===== src/rtl/rr_grant_arbiter_4.sv =====
// rr_grant_arbiter_4
//   Four-requester round-robin arbiter with a registered one-hot grant.
//   A requester keeps ownership for as long as it holds its request line,
//   but only for MAX_HOLD consecutive cycles while someone else is waiting.
//   After that it is preempted and the grant moves on in round-robin order.
//   The grant is always one-hot or all-zero, so a downstream one-hot
//   encoder never sees an illegal code.
//
// Ports
//   clk          rising-edge clock
//   reset        synchronous, active-high reset
//   req[3:0]     request lines, held high while the requester wants ownership
//   grant[3:0]   registered one-hot grant, 4'b0000 when idle
//   grant_valid  registered, always equal to |grant
//   preempt      registered one-cycle pulse on the first cycle of a grant
//                taken from an owner that was still requesting
//
// state | meaning
// IDLE  | no owner, grant is zero, waiting for any request
// GRANT | owner own_q holds the grant, hold_q counts its consecutive cycles

module rr_grant_arbiter_4 #(
  parameter int unsigned MAX_HOLD = 8
) (
  input  logic       clk,
  input  logic       reset,
  input  logic [3:0] req,
  output logic [3:0] grant,
  output logic       grant_valid,
  output logic       preempt
);

  // Hold limit compared as an unsigned 4-bit value; legal range 1..15.
  localparam logic [3:0] MaxHold = 4'(MAX_HOLD);

  typedef enum logic {
    IDLE  = 1'b0,
    GRANT = 1'b1
  } state_e;

  state_e     state_q, state_d;
  logic [1:0] ptr_q, ptr_d;
  logic [1:0] own_q, own_d;
  logic [3:0] hold_q, hold_d;
  logic [3:0] grant_q, grant_d;
  logic       valid_q;
  logic       preempt_q, preempt_d;

  logic [3:0] own_oh;
  logic [3:0] others;
  logic [1:0] own_nxt;

  // First index with mask set, scanning start, start+1, ... modulo 4.
  // Callers only use the result when mask is non-zero.
  function automatic logic [1:0] sel(input logic [1:0] start,
                                     input logic [3:0] mask);
    logic [1:0] idx;
    logic [1:0] res;
    logic       found;
    res   = start;
    found = 1'b0;
    for (int k = 0; k < 4; k++) begin
      idx = start + 2'(k);
      if (!found && mask[idx]) begin
        res   = idx;
        found = 1'b1;
      end
    end
    return res;
  endfunction

  always_comb begin
    own_oh    = 4'b0001 << own_q;
    others    = req & ~own_oh;
    own_nxt   = own_q + 2'd1;

    state_d   = state_q;
    ptr_d     = ptr_q;
    own_d     = own_q;
    hold_d    = hold_q;
    preempt_d = 1'b0;

    case (state_q)
      IDLE: begin
        if (|req) begin
          own_d   = sel(ptr_q, req);
          hold_d  = 4'd1;
          state_d = GRANT;
        end
      end

      GRANT: begin
        if (!req[own_q]) begin
          // Release always advances the pointer past the old owner.
          ptr_d = own_nxt;
          if (|others) begin
            // Direct handoff, no idle bubble.
            own_d  = sel(own_nxt, others);
            hold_d = 4'd1;
          end else begin
            state_d = IDLE;
            hold_d  = 4'd0;
          end
        end else if (hold_q == MaxHold) begin
          if (|others) begin
            own_d     = sel(own_nxt, others);
            hold_d    = 4'd1;
            preempt_d = 1'b1;
            ptr_d     = own_nxt;
          end
          // No competitor: keep the grant, counter stays saturated so a
          // later competitor preempts on the very next edge.
        end else begin
          hold_d = hold_q + 4'd1;
        end
      end

      default: state_d = IDLE;
    endcase

    grant_d = (state_d == GRANT) ? (4'b0001 << own_d) : 4'b0000;
  end

  always_ff @(posedge clk) begin
    if (reset) begin
      state_q   <= IDLE;
      ptr_q     <= 2'd0;
      own_q     <= 2'd0;
      hold_q    <= 4'd0;
      grant_q   <= 4'b0000;
      valid_q   <= 1'b0;
      preempt_q <= 1'b0;
    end else begin
      state_q   <= state_d;
      ptr_q     <= ptr_d;
      own_q     <= own_d;
      hold_q    <= hold_d;
      grant_q   <= grant_d;
      valid_q   <= |grant_d;
      preempt_q <= preempt_d;
    end
  end

  assign grant       = grant_q;
  assign grant_valid = valid_q;
  assign preempt     = preempt_q;

endmodule


===== config.mk =====
export PLATFORM = sky130hd
export DESIGN_NAME = rr_grant_arbiter_4
export DESIGN_NICKNAME = d
export VERILOG_FILES = /design/src/rtl/rr_grant_arbiter_4.sv
export SDC_FILE = /design/constraint.sdc
export NUM_CORES = 1
export LEC_CHECK = 0
export ABC_CLOCK_PERIOD_IN_PS = 6200
export BUFFER_PORTS_ARGS = -buffer_cell sky130_fd_sc_hd__buf_2
export CAP_MARGIN = 20
export CORE_ASPECT_RATIO = 1.5
export CORE_MARGIN = 5
export CORE_UTILIZATION = 40
export CTS_CLUSTER_DIAMETER = 80
export DETAILED_ROUTE_END_ITERATION = 6
export SYNTH_ARGS = -nofsm -noshare
export SYNTH_HDL_FRONTEND = slang
export SYNTH_SLANG_ARGS = --single-unit
export TNS_END_PERCENT = 100

===== constraint.sdc =====
create_clock -name clk -period 6.2 [get_ports clk]
set_clock_uncertainty 0.1 [all_clocks]
set_input_delay 1.24 -clock clk [delete_from_list [all_inputs] [get_ports clk]]
set_output_delay 1.24 -clock clk [all_outputs]
set_load 0.02 [all_outputs]

==> Implementation_results.wiki <==
{| class="wikitable"
! Metric !! Value
|-
| Result of the run || finished clean
|-
| Max Buffers Root-to-Sink || 2
|-
| Max-capacitance violation count || 0
|-
| Sequential cell area fraction in the yosys report || 0.288
|-
| Post-synthesis instance total || 120
|-
| Largest net degree at the start of global routing || 16
|-
| Via count of the first global-routing pass || 827
|-
| Final wirelength || 2050 um
|-
| Total power density per cell area || 235 nW/um^2
|-
| Router iterations before antenna repair || 4
|-
| Portion of the clock cycle consumed by the worst path in the final layout || 0.482
|-
| Area growth from synthesis to final layout || 10.4%
|-
| Period minus WS final || 2.99 ns
|-
| Number of register bits inferred by synthesis || 14
|-
| Syn avg cell area || 8.11 sq um
|-
| Area of the mapped netlist || 973 sq um
|-
| Leading cell types in the layout, fill and taps excluded || 15 x sky130_fd_sc_hd__nor2_1, 14 x sky130_fd_sc_hd__dfxtp_1, 11 x sky130_fd_sc_hd__buf_2, 10 x sky130_fd_sc_hd__nand2_1, 8 x sky130_fd_sc_hd__a21oi_1
|-
| Number of distinct library cells after synthesis || 43
|-
| Standard cell core area || 2390 sq um
|-
| Fraction of registers with async set/reset || 0
|-
| Number of sinks on the clock net || 14
|-
| Type of the worst min-delay path || reg2reg
|-
| Number of buffers inserted to repair setup after CTS || 0
|-
| Final GP Congestion || 0.797
|-
| Final HPWL from detailed placement || 1640 um
|-
| Number of diodes added for antenna fixing || 0
|-
| Worst setup SP type || primary input
|-
| Final sum of negative setup slack || 0 ns
|-
| CP endpoint kind || flip-flop
|-
| FF+latch area || 280 sq um
|-
| Clock latency on the worst-skew pair || 0.28 ns
|-
| Buffers on Ports || 11
|-
| CTS tree || yes
|-
| Clock buffer count from CTS || 3
|-
| H-tree levels || 1
|-
| Fraction of layout instances using a drive strength above 1 || 0.192
|-
| Root cell of the clock tree || sky130_fd_sc_hd__clkbuf_4
|-
| Worst-path maximum fanout || 7
|-
| Vert. Die Dim || 70.4 um
|-
| Initial antenna violation count || 0
|-
| Effective utilization at floorplan || 0.406
|-
| Actual slew at the worst max-slew pin || 0.517 ns
|-
| Fillcell total || 260
|-
| Total area of multi-input combinational cells || 647 sq um
|-
| Number of enable-type register cells in the synthesized netlist || 0
|-
| Most common cell after layout, fill and taps aside || sky130_fd_sc_hd__nor2_1
|-
| Total Nets Final || 143
|-
| Number of nets in the synthesized netlist || 132
|-
| PostCTS Resize Cnt || 0
|-
| Setup repair after global routing missed its margin || false
|-
| Wire length of the first global-routing pass || 3680 um
|-
| Hold Buf Count CTS || 0
|-
| Die Wd || 50.3 um
|-
| Max Slew Vio Count || 0
|-
| Arrival time at the worst endpoint || 3.06 ns
|-
| Warnings, synthesis || 0
|-
| Main flop type after synthesis || sky130_fd_sc_hd__dfxtp_1
|-
| Achievable frequency || 335 MHz
|-
| Worst hold margin || 0.405 ns
|-
| Detailed Route Iter0 Violations || 11
|-
| Via Count || 879
|-
| Top Ports || 12
|-
| Number of nets still failing antenna checks after routing || 0
|-
| Sum of overflow across all layers after global routing || 0
|-
| Leakage power summed over all cells || 0.000452 uW
|-
| Area of the die || 3540 sq um
|-
| Final-report setup violation count || 0
|-
| Std cell rows || 22
|-
| Share of the core filled with cells || 0.449
|-
| Overall routing resource usage || 0.128
|-
| Max rail drop VDD || 0.0000807 V
|-
| Max-slew headroom || 0.655
|-
| Number of vias per cell after detailed routing || 5.71
|-
| Clock edge transition at the registers on the reported setup and hold paths || 0.08 ns
|-
| Type of the worst setup path || in2reg
|-
| Total count of hold-check failures in the final report || 0
|-
| Count of unresolved DRC violations after routing || 0
|-
| DR WL/cell || 13.3 um
|-
| Critical path required time || 6.28 ns
|}
## path summary, 6_finish.rpt
kind               endpoint  startpoint  slack [ns]  cells after the start
hold / removal    hold_q[1]   hold_q[1]        0.41                      2
setup / recovery   grant[0]      req[3]        3.21                      7
setup reg to reg   grant[0]    own_q[0]        3.22                      6
hold reg to reg   hold_q[1]   hold_q[1]        0.41                      2
## registers in the layout, summed over array words and instances, names as in the netlist
| name | flops |
|---|---|
| grant_valid | 1 |
| own_q | 2 |
| preempt | 1 |
| hold_q | 4 |
| grant | 4 |
| ptr_q | 2 |
## cells in the mapped netlist, types with 2 or more instances
cell type                   count  share of area
sky130_fd_sc_hd__nor2_1        15          0.058
sky130_fd_sc_hd__dfxtp_1       14           0.29
sky130_fd_sc_hd__nand2_1       10          0.039
sky130_fd_sc_hd__a21oi_1        8          0.041
sky130_fd_sc_hd__inv_1          7          0.027
sky130_fd_sc_hd__ha_1           6          0.077
sky130_fd_sc_hd__nor2b_1        5          0.032
sky130_fd_sc_hd__nand4_1        4          0.026
sky130_fd_sc_hd__a211oi_1       3          0.023
sky130_fd_sc_hd__clkbuf_1       3          0.012
sky130_fd_sc_hd__a211o_1        2          0.018
sky130_fd_sc_hd__a221oi_1       2          0.018
sky130_fd_sc_hd__and2b_1        2          0.015
sky130_fd_sc_hd__mux4_2         2          0.046
sky130_fd_sc_hd__nand2b_1       2          0.013
sky130_fd_sc_hd__nand3_1        2          0.010
sky130_fd_sc_hd__nand3b_1       2          0.015
sky130_fd_sc_hd__o2111ai_1      2          0.018
sky130_fd_sc_hd__o21ai_0        2          0.010
sky130_fd_sc_hd__o31ai_1        2          0.015
sky130_fd_sc_hd__or2b_1         2          0.015
sky130_fd_sc_hd__or4_1          2          0.015
## metal layers
| layer | up-vias | routed length (um) | global-route usage |
|---|---|---|---|
| li1 | 454 | - | - |
| met4 | 0 | 45 | 0.0612 |
| met3 | 4 | 23 | 0.00640 |
| met5 | - | 0 | 0 |
| met1 | 415 | 844 | 0.150 |
| met2 | 6 | 1140 | 0.228 |
## through the flow
step	instance area, sq um	setup WS, ns	power (uW)	std cells
6_report	1070	3.21	253	154
5_1_grt	1070	3.07	270	154
4_1_cts	1070	3.22	256	154
3_5_place_dp	1040	2.92	190	150
3_3_place_gp	1040	2.94	189	150
2_1_floorplan	973	3.14	171	120
## cell type report
cell class,count,share of cell area
Clock buffer,4,0.0338
Inverter,7,0.0244
Sequential cell,14,0.261
Tap cell,24,0.0279
Multi-Input combinational cell,94,0.602
Timing Repair Buffer,11,0.0512
## power breakdown
part	switching, uW	internal (uW)	leakage [uW]
clock network	29.3	35.7	0.0000210
logic	45.5	35.1	0.000316
registers	9.58	97.6	0.000115
total	84.4	168	0.000452
## cell families after synthesis
| kind of cell | share of synthesized area |
|---|---|
| simple gates | 0.326 |
| compound gates | 0.193 |
| flops | 0.288 |
| buf+inv | 0.0476 |
| fa+ha+maj | 0.0771 |
| mux | 0.0681 |
## worst max-delay path, stage by stage
cell and delay (ns):
sky130_fd_sc_hd__buf_2 0.13, sky130_fd_sc_hd__mux4_2 0.54, sky130_fd_sc_hd__nand2_2 0.12, sky130_fd_sc_hd__nand2_1 0.07, sky130_fd_sc_hd__or4_1 0.50, sky130_fd_sc_hd__a31o_2 0.30
sky130_fd_sc_hd__and3b_1 0.16
No activity file was read; power rests on OpenSTA's default activity.
